==> config.mk <==
export PLATFORM = sky130hd
export DESIGN_NAME = ps2_key_decoder
export DESIGN_NICKNAME = d
export VERILOG_FILES = /design/src/rtl/ps2_pkg.sv /design/src/rtl/ps2_evt_fifo.sv /design/src/rtl/ps2_key_decoder.sv
export SDC_FILE = /design/constraint.sdc
export NUM_CORES = 1
export LEC_CHECK = 0
export CORE_MARGIN = 10
export CORE_UTILIZATION = 45
export DETAILED_ROUTE_END_ITERATION = 10
export PLACE_DENSITY = 0.71
export SETUP_SLACK_MARGIN = 0.05
export SYNTH_ARGS = -nofsm -noshare
export SYNTH_HDL_FRONTEND = slang
export SYNTH_SLANG_ARGS = --single-unit
==> constraint.sdc <==
create_clock -name clk -period 3.85 [get_ports clk]
set_input_delay 0.77 -clock clk [delete_from_list [all_inputs] [get_ports clk]]
set_output_delay 0.77 -clock clk [all_outputs]
set_load 0.02 [all_outputs]
==> src/rtl/ps2_pkg.sv <==
// ps2_pkg -- shared types and constants for the PS/2 scan-code decoder.
//   ps2_st_e : prefix-tracking FSM states
//   ps2_ev_t : decoded key event {ext, brk, code}
//   PFX_* / MOD_* / IGN_* : prefix, modifier and ignored scan codes
package ps2_pkg;

  typedef enum logic [1:0] {
    ST_IDLE    = 2'd0,
    ST_EXT     = 2'd1,
    ST_BRK     = 2'd2,
    ST_EXT_BRK = 2'd3
  } ps2_st_e;

  typedef struct packed {
    logic       ext;   // E0-prefixed key
    logic       brk;   // release (F0-prefixed)
    logic [7:0] code;
  } ps2_ev_t;

  localparam logic [7:0] PFX_EXT = 8'hE0;
  localparam logic [7:0] PFX_BRK = 8'hF0;

  localparam logic [7:0] MOD_LSHIFT = 8'h12;  // non-extended only
  localparam logic [7:0] MOD_RSHIFT = 8'h59;
  localparam logic [7:0] MOD_CTRL   = 8'h14;
  localparam logic [7:0] MOD_ALT    = 8'h11;

  // Error / self-test / ack bytes from the keyboard: never part of a key.
  localparam logic [7:0] IGN_ERR0 = 8'h00;
  localparam logic [7:0] IGN_ERR1 = 8'hFF;
  localparam logic [7:0] IGN_BAT  = 8'hAA;
  localparam logic [7:0] IGN_ACK  = 8'hFA;

  function automatic logic is_ignored(input logic [7:0] b);
    return (b == IGN_ERR0) || (b == IGN_ERR1) || (b == IGN_BAT) || (b == IGN_ACK);
  endfunction

  function automatic logic is_modifier(input logic ext, input logic [7:0] code);
    return ((code == MOD_LSHIFT) && !ext) || (code == MOD_RSHIFT) ||
           (code == MOD_CTRL) || (code == MOD_ALT);
  endfunction

endpackage

==> src/rtl/ps2_evt_fifo.sv <==
// ps2_evt_fifo -- show-ahead event FIFO.
//   clk, rst      : clock, async active-high reset (empties the FIFO)
//   push_i/wdata_i: write request and event; ignored when full unless popping
//   pop_i         : remove head (ignored when empty)
//   rdata_o       : head event, valid whenever empty_o is low
//   full_o/empty_o: occupancy flags
module ps2_evt_fifo
  import ps2_pkg::*;
#(
  parameter int DEPTH = 8
) (
  input  logic    clk,
  input  logic    rst,
  input  logic    push_i,
  input  ps2_ev_t wdata_i,
  input  logic    pop_i,
  output ps2_ev_t rdata_o,
  output logic    full_o,
  output logic    empty_o
);

  localparam int AW = $clog2(DEPTH);
  localparam logic [AW:0] PTR_ONE = (AW+1)'(1);

  // Pointers carry one wrap bit so full and empty are distinguishable.
  logic [AW:0] wr_q, rd_q;
  ps2_ev_t     mem_q [DEPTH];
  logic        do_push, do_pop;

  assign empty_o = (wr_q == rd_q);
  assign full_o  = (wr_q[AW] != rd_q[AW]) && (wr_q[AW-1:0] == rd_q[AW-1:0]);
  assign do_pop  = pop_i & ~empty_o;
  // When full, a same-cycle pop frees the head slot that the push overwrites.
  assign do_push = push_i & (~full_o | do_pop);
  assign rdata_o = mem_q[rd_q[AW-1:0]];

  always_ff @(posedge clk or posedge rst) begin
    if (rst) begin
      wr_q <= '0;
      rd_q <= '0;
    end else begin
      if (do_push) wr_q <= wr_q + PTR_ONE;
      if (do_pop)  rd_q <= rd_q + PTR_ONE;
    end
  end

  always_ff @(posedge clk) begin
    if (do_push) mem_q[wr_q[AW-1:0]] <= wdata_i;
  end

endmodule

==> src/rtl/ps2_key_decoder.sv <==
// ps2_key_decoder -- turns a PS/2 set-2 scan byte stream into key events.
//   clk, rst            : clock, async active-high reset
//   in_data/in_valid    : byte offered by the PS/2 receiver
//   in_next             : one-cycle pop pulse back to the receiver
//   ev_valid/ev_ready   : show-ahead event FIFO handshake
//   ev_code/ev_ext/ev_break : head event fields
//   shift/ctrl/alt      : live modifier levels
//   key_cnt             : count of emitted non-modifier makes (wraps)
//   overflow/clr_ovf    : sticky FIFO-drop flag and its clear
// Byte accepted in cycle N -> stage-1 register in N+1 (modifiers, held key,
// counter and FIFO push all commit at the end of N+1) -> ev_valid in N+2.
module ps2_key_decoder
  import ps2_pkg::*;
#(
  parameter int FIFO_DEPTH      = 8,
  parameter int CNT_W           = 8,
  parameter int SUPPRESS_REPEAT = 1
) (
  input  logic             clk,
  input  logic             rst,
  input  logic [7:0]       in_data,
  input  logic             in_valid,
  output logic             in_next,
  output logic             ev_valid,
  input  logic             ev_ready,
  output logic [7:0]       ev_code,
  output logic             ev_ext,
  output logic             ev_break,
  output logic             shift,
  output logic             ctrl,
  output logic             alt,
  output logic [CNT_W-1:0] key_cnt,
  output logic             overflow,
  input  logic             clr_ovf
);

  localparam logic [CNT_W-1:0] CNT_ONE = CNT_W'(1);

  // ---------------- byte intake ----------------
  // in_next is registered back so a receiver that needs a cycle to advance
  // never sees the same byte popped twice.
  logic nxt_q, accept;
  assign accept  = in_valid & ~nxt_q & ~rst;
  assign in_next = accept;

  always_ff @(posedge clk or posedge rst) begin
    if (rst) nxt_q <= 1'b0;
    else     nxt_q <= accept;
  end

  // ---------------- prefix FSM ----------------
  ps2_st_e st_q, st_d;
  logic    ev_fire;
  ps2_ev_t ev_new;

  always_ff @(posedge clk or posedge rst) begin
    if (rst) st_q <= ST_IDLE;
    else     st_q <= st_d;
  end

  always_comb begin
    st_d    = st_q;
    ev_fire = 1'b0;
    ev_new  = '0;
    if (accept) begin
      if (is_ignored(in_data)) begin
        st_d = ST_IDLE;
      end else if (in_data == PFX_EXT) begin
        case (st_q)
          ST_IDLE, ST_EXT: st_d = ST_EXT;
          default:         st_d = ST_EXT_BRK;
        endcase
      end else if (in_data == PFX_BRK) begin
        case (st_q)
          ST_IDLE, ST_BRK: st_d = ST_BRK;
          default:         st_d = ST_EXT_BRK;
        endcase
      end else begin
        ev_fire     = 1'b1;
        ev_new.ext  = (st_q == ST_EXT) || (st_q == ST_EXT_BRK);
        ev_new.brk  = (st_q == ST_BRK) || (st_q == ST_EXT_BRK);
        ev_new.code = in_data;
        st_d        = ST_IDLE;
      end
    end
  end

  // ---------------- stage 1: key state update ----------------
  logic             s1_vld_q;
  ps2_ev_t          s1_ev_q;
  logic [8:0]       held_q, held_d;   // {ext,code}; 0 means nothing held
  logic             lsh_q, lsh_d, rsh_q, rsh_d, ctl_q, ctl_d, alt_q, alt_d;
  logic [CNT_W-1:0] cnt_q, cnt_d;
  logic             ovf_q, ovf_d;
  logic [8:0]       s1_key;
  logic             s1_make, is_rep, emit, drop, fifo_full, fifo_empty, fifo_pop;
  ps2_ev_t          head;

  always_ff @(posedge clk or posedge rst) begin
    if (rst) begin
      s1_vld_q <= 1'b0;
      s1_ev_q  <= '0;
    end else begin
      s1_vld_q <= ev_fire;
      s1_ev_q  <= ev_new;
    end
  end

  assign s1_key   = {s1_ev_q.ext, s1_ev_q.code};
  assign s1_make  = ~s1_ev_q.brk;
  assign is_rep   = (SUPPRESS_REPEAT != 0) && s1_make && (s1_key == held_q);
  assign emit     = s1_vld_q & ~is_rep;
  assign fifo_pop = ev_valid & ev_ready;
  assign drop     = emit & fifo_full & ~fifo_pop;

  // State updates apply to every decoded event, including ones the FIFO drops.
  always_comb begin
    held_d = held_q;
    lsh_d  = lsh_q;
    rsh_d  = rsh_q;
    ctl_d  = ctl_q;
    alt_d  = alt_q;
    cnt_d  = cnt_q;
    if (s1_vld_q) begin
      if (s1_make)               held_d = s1_key;
      else if (held_q == s1_key) held_d = '0;
      if ((s1_ev_q.code == MOD_LSHIFT) && !s1_ev_q.ext) lsh_d = s1_make;
      if (s1_ev_q.code == MOD_RSHIFT) rsh_d = s1_make;
      if (s1_ev_q.code == MOD_CTRL)   ctl_d = s1_make;
      if (s1_ev_q.code == MOD_ALT)    alt_d = s1_make;
      if (emit && s1_make && !is_modifier(s1_ev_q.ext, s1_ev_q.code))
        cnt_d = cnt_q + CNT_ONE;
    end
  end

  // A drop in the same cycle as the clear wins so no loss goes unreported.
  always_comb begin
    ovf_d = ovf_q;
    if (drop)         ovf_d = 1'b1;
    else if (clr_ovf) ovf_d = 1'b0;
  end

  always_ff @(posedge clk or posedge rst) begin
    if (rst) begin
      held_q <= '0;
      lsh_q  <= 1'b0;
      rsh_q  <= 1'b0;
      ctl_q  <= 1'b0;
      alt_q  <= 1'b0;
      cnt_q  <= '0;
      ovf_q  <= 1'b0;
    end else begin
      held_q <= held_d;
      lsh_q  <= lsh_d;
      rsh_q  <= rsh_d;
      ctl_q  <= ctl_d;
      alt_q  <= alt_d;
      cnt_q  <= cnt_d;
      ovf_q  <= ovf_d;
    end
  end

  // ---------------- event FIFO ----------------
  ps2_evt_fifo #(.DEPTH(FIFO_DEPTH)) u_fifo (
    .clk     (clk),
    .rst     (rst),
    .push_i  (emit),
    .wdata_i (s1_ev_q),
    .pop_i   (fifo_pop),
    .rdata_o (head),
    .full_o  (fifo_full),
    .empty_o (fifo_empty)
  );

  assign ev_valid = ~fifo_empty;
  assign ev_code  = head.code;
  assign ev_ext   = head.ext;
  assign ev_break = head.brk;
  assign shift    = lsh_q | rsh_q;
  assign ctrl     = ctl_q;
  assign alt      = alt_q;
  assign key_cnt  = cnt_q;
  assign overflow = ovf_q;

endmodule

==> results of run 1 <==
synth_stat cells (8+ instances only):
| master | n | area (um2) |
|---|---|---|
| a22o_1 | 8 | 70.07 |
| and2_1 | 12 | 75.07 |
| clkbuf_1 | 9 | 33.78 |
| dfrtp_1 | 44 | 1101 |
| edfxtp_1 | 80 | 2402 |
| inv_1 | 12 | 45.04 |
| mux2_2 | 12 | 135.1 |
| mux4_2 | 20 | 450.4 |
| nand4_1 | 12 | 75.07 |
| nor2_1 | 8 | 30.03 |
| xnor2_1 | 18 | 157.7 |
| xor2_1 | 10 | 87.58 |
power by group through the flow:
stage	clock, mW	combinational, mW	sequential [mW]
after floorplan	0	0.845	1.69
after global placement	0	1.20	1.74
after detailed placement	0	1.22	1.75
after CTS	1.63	1.23	1.73
after global routing	1.70	1.31	1.75
final	1.61	1.20	1.72
layer usage:
metal,track usage [%],vias to the layer above
met5,0,-
met4,3.885,0
met3,5.040,8
met2,20.69,65
met1,15.73,1416
li1,-,1304
worst max path at each step:
| stage | endpoint | slack [ps] | start |
|---|---|---|---|
| CTS | ev_code[7] | 520 | u_fifo.rd_q[0] |
| detailed placement | ev_code[7] | 960 | u_fifo.rd_q[0] |
| global placement | ev_code[0] | 960 | u_fifo.rd_q[0] |
| finish | ev_code[7] | 570 | u_fifo.rd_q[0] |
| floorplan | u_fifo.mem_q[1][0] | 1110 | ev_ready |
| global route | ev_code[3] | 430 | u_fifo.rd_q[0] |
area by class of cell:
| type | instances | area [um2] |
|---|---|---|
| fill | 877 | 4695 |
| sequential | 124 | 3503 |
| multi-input combinational | 161 | 1568 |
| clock buffer | 19 | 442.9 |
| timing repair buffer | 46 | 435.4 |
| tap | 140 | 175.2 |
| clock inverter | 13 | 166.4 |
| inverter | 12 | 45.04 |
logic make-up (layout without fill, tap and decap cells):
kind of cell / count (synthesis) / count (layout) / share of synthesized area [%]
DFF: 124 / 124 / 68.13
and+or+nand+nor: 72 / 72 / 8.589
muxes: 36 / 36 / 12.26
xor gates and xnor gates: 28 / 28 / 4.769
buffers and inverters: 26 / 90 / 2.117
AOI/OAI and AO/OA: 22 / 22 / 3.406
adders and majority gates: 3 / 3 / 0.7300
state kept, by name, summed over array words and instances (netlist names):
name          cells
s1_ev_q          10
lsh_q             1
u_fifo.mem_q     80
u_fifo.rd_q       4
s1_vld_q          1
st_q              2
alt               1
overflow          1
key_cnt           8
held_q            9
u_fifo.wr_q       4
nxt_q             1
ctrl              1
rsh_q             1
==> impl_metrics.yaml, run 1 <==
status:
  status: "complete, no violations"
sta:
  max-slew-margin-rel_pct: 35.65
  whs_ps: 475.6
  tns_ps: 0
  final_hold_viol_count: 0
  finalClockSkew_ps: 13.35
  fmax_mhz: 305.0
  setup_slack_ps: 571.1
  setup_viol: 0
  period_minus_slack_ps: 3279
  tightest_slew_ps: 959.3
  slew_violations: 0
  period_share_pct: 85.17
  rsz0062_at_grt: "no"
critical_path:
  cp_cell_sequence: "buf_4, mux4_2, mux2_2, clkdlybuf4s50_1"
  cp_max_fo: 24
  cpMaxStageDelayCell: "mux4_2"
  endpoint_kind: "primary output"
  cp_slowest_stage_delay_ps: 570
  reg2regPathDepth: 6
  rr_endpoint: "u_fifo.mem_q[3][7]"
  cp.depth: 4
  crit_path_start_kind: "register"
  path_class: "register to primary output"
  crit_required_ps: 3080
  ff2ff_setup_slack_ps: 930
  r2r_start: "s1_ev_q[2]"
  crit_family: "buffers and inverters"
  critPathBufInv: 2
  cp.arrival_ps: 2510
drt:
  drt-pass1-iter-count: 4
  wl_per_cell_um: 18.71
  via_count: 2793
  ant_nets: 0
  routed.top_layer: "met4"
  drtIter0Drc: 193
  wl_met3_um: 486
  wl_met2_um: 4677
  vias_per_cell: 5.423
  m1WireLength_um: 4353
  wl_um: 9636
  drc: 0
clock_network:
  post_cts_buffers: 0
  clkSinkCount: 124
  cts_resized: 0
  root_buffer: "clkbuf_16"
  cts.clk_slew.worst_paths_ps: 60
  cts_max_level: 4
  clockBufferDepth: 2
  cts_buffers: 17
  insertion_delay_ps: 410
  cts_tree: "yes"
  ctsHoldBuffers: 0
finish:
  layout_common_cells: "edfxtp_1, dfrtp_1, clkdlybuf4s50_1"
  area_growth_pct: 23.21
  num-nets-final: 378
  fin_util_pct: 57.44
  drive_gt1_share_pct: 23.20
  final_common_cell: "edfxtp_1"
  final_area_mm2: 0.006336
  antenna-diode-count: 0
  finalNonFillerCells: 515
power_and_ir_drop:
  power.switching_mw: 1.294
  vdd.ir_drop.worst_uv: 405.4
  p_clk_share_pct: 35.4
  p_comb_share_pct: 26.5
  switching_share_pct: 28.55
  power_density_mw_per_mm2: 715.0
  power.leakage_nw: 2.370
  seqPwrFrac_pct: 38.1
  finalPower_mw: 4.530
  cell_internal_pwr_mw: 3.237
job:
  max_cap_viol_count: 0
global_routing:
  track_usage_pct: 12.89
  grt_pass1_vias: 3122
  grt_overflow_total: 0
  grt_pass1_wl_um: 16380
  antenna_found_initial: 0
  grt_max_degree: 29
hold_path:
  whs_path_depth: 1
  min_delay_worst_endpoint: "key_cnt[7]"
  hold_start: "key_cnt[7]"
  hold_path_class: "register to register"
synthesis:
  avgSynthCellArea_um2: 16.54
  yosys_warnings: 0
  seq_area_frac_synth_pct: 68.13
  ys_ff_latch: 124
  synth.cell_area_mm2: 0.005142
  async_flop_share_pct: 35.48
  synth_ff_type: "edfxtp_1"
  netlist_instances: 311
  syn_nets: 327
  synth_edf_count: 80
  ys_types: 46
floorplan:
  die_x_um: 126.9
  io_pins: 37
  num_rows: 38
  coreArea_mm2: 0.01103
  initial_core_util_pct: 46.62
  die_h_um: 126.9
  die_area_mm2: 0.01610
placed_design:
  io_buffers: 36
  placed_cell_area_mm2: 0.005727
  dp.cells: 483
  gp_congestion: 0.7888
  hpwl_um: 6180
  post-place-ws_ps: 956.2
Power figures use the tool's default switching activity.
==> inputs of run 2 (changes only) <==
Settings changed: CAP_MARGIN set to 20, GPL_TIMING_DRIVEN set to 0.
==> run 2 against run 1 <==
Core utilization up 0.23 points. Register-to-register slack better by 90 ps. Hold slack better by 6.3 ps. Largest power group unchanged. Setup slack worse by 360 ps. Critical path depth up 1. Flip-flop and latch count unchanged. Clock power down 6%. Routed wire length up 8.0%. Via count up 3.7%. First-iteration DRC count up 44%.
==> impl_metrics.yaml, run 2 (synthesized netlist as in run 1, its figures left out) <==
status:
  status: "complete, no violations"
clock_network:
  ctsHoldBuffers: 0
  clkSinkCount: 124
  root_buffer: "clkbuf_16"
  cts_buffers: 17
  cts_tree: "yes"
  clockBufferDepth: 2
  cts_max_level: 4
  cts.clk_slew.worst_paths_ps: 60
  insertion_delay_ps: 410
critical_path:
  crit_path_start_kind: "register"
  startpoint: "u_fifo.rd_q[1]"
  cpMaxStageDelayCell: "clkbuf_1"
  cp_max_fo: 10
  crit_required_ps: 3080
  critPathBufInv: 3
  crit_family: "buffers and inverters"
  cp_cell_sequence: "clkbuf_1, clkbuf_1, mux4_2, mux2_2, clkdlybuf4s50_1"
  path_class: "register to primary output"
  r2r_start: "u_fifo.wr_q[0]"
  cpMostUsedCell: "clkbuf_1"
  rr_endpoint: "u_fifo.mem_q[1][3]"
  endpoint_kind: "primary output"
  ff2ff_setup_slack_ps: 1020
  reg2regPathDepth: 6
  cp_slowest_stage_delay_ps: 610
  cp.arrival_ps: 2870
hold_path:
  hold_path_class: "register to register"
  hold_start: "st_q[1]"
  whs_path_depth: 1
  min_delay_worst_endpoint: "s1_ev_q[8]"
finish:
  antenna-diode-count: 0
  drive_gt1_share_pct: 23.32
  num-nets-final: 389
  finalNonFillerCells: 526
  final_common_cell: "edfxtp_1"
  area_growth_pct: 23.70
  layout_common_cells: "edfxtp_1, dfrtp_1, clkdlybuf4s50_1"
  largest_reg_flops: 80
  fin_util_pct: 57.67
global_routing:
  track_usage_pct: 13.93
  antenna_found_initial: 0
  grt_max_degree: 45
  grt_pass1_wl_um: 17560
  grt_pass1_vias: 3257
  grt_overflow_total: 0
floorplan:
  initial_core_util_pct: 46.62
  io_pins: 37
  coreArea_mm2: 0.01103
  die_x_um: 126.9
  die_area_mm2: 0.01610
  num_rows: 38
  die_h_um: 126.9
drt:
  drt-pass1-iter-count: 4
  via_count: 2897
  drc: 0
  vias_per_cell: 5.508
  wl_um: 10410
  wl_per_cell_um: 19.79
  ant_nets: 0
  drtIter0Drc: 278
placed_design:
  hpwl_um: 6938
  dp.cells: 494
  io_buffers: 36
  gp_congestion: 0.7878
sta:
  whs_ps: 481.9
  final_hold_viol_count: 0
  max-slew-margin-rel_pct: 40.08
  slew_violations: 0
  setup_viol: 0
  period_minus_slack_ps: 3643
  rsz0062_at_grt: "no"
  tightest_slew_ps: 897.4
  finalClockSkew_ps: 12.43
  period_share_pct: 94.62
  fmax_mhz: 274.5
job:
  max_cap_viol_count: 0
power_and_ir_drop:
  vdd.ir_drop.worst_uv: 398.0
  power.leakage_nw: 2.367
  power_density_mw_per_mm2: 707.1
  finalPower_mw: 4.498
## run 2: cell types whose count changed in the layout (fill, tap and decap cells not counted), moves of 2 or more
cell,before,now
buf_4,10,2
buf_6,0,6
clkbuf_4,0,2
bufinv_16,3,1
clkbuf_1,1,10
inv_6,2,6
## run 2: repair_timing
action                                  CTS  global route
gates resized for setup                   0             2
endpoints found under the setup margin    0            10
setup buffers                             0             0
## run 2: layout make-up
class / instances / area [um2]
fillers: 893 / 4669
flip-flops and latches: 124 / 3503
multi-input cells: 161 / 1573
repair buffers: 43 / 431.7
clock buffers: 18 / 429.2
well taps: 140 / 175.2
clock inverters: 14 / 135.1
plain buffers: 14 / 68.82
inverters: 12 / 45.04
## run 2: per-stage QoR
stage / area (um2) / setup WS, ps / TNS, ps
4_1_cts: 6356 / 154.2 / 0
3_5_place_dp: 5792 / 606.4 / 0
6_report: 6361 / 207.2 / 0
5_1_grt: 6361 / 76.43 / 0
3_3_place_gp: 5678 / -478.1 / -19180
2_1_floorplan: 5142 / 1107 / 0
## run 2: worst max-delay path by stage
stage	endpoint	cells past startpoint	slack, ps
5_1_grt	ev_code[3]	5	80
3_3_place_gp	u_fifo.mem_q[5][4]	5	-480
4_1_cts	ev_code[3]	5	150
2_1_floorplan	u_fifo.mem_q[1][0]	4	1110
6_report	ev_code[3]	5	210
3_5_place_dp	ev_code[3]	5	610
## run 2: where the power goes
group	switching, mW	leakage, nW	internal [mW]	total, mW
combinational	0.667	0.784	0.665	1.33
clock	0.607	0.265	0.899	1.51
sequential	0.105	1.32	1.56	1.66
total	1.38	2.37	3.12	4.50
## run 2: metal layers
metal,GRT usage [%],share of wire (%),up-vias
met4,6.028,1.5,0
met1,16.71,43,1487
li1,-,-,1321
met3,3.998,5.2,16
met2,22.90,50,73
met5,0,0,-
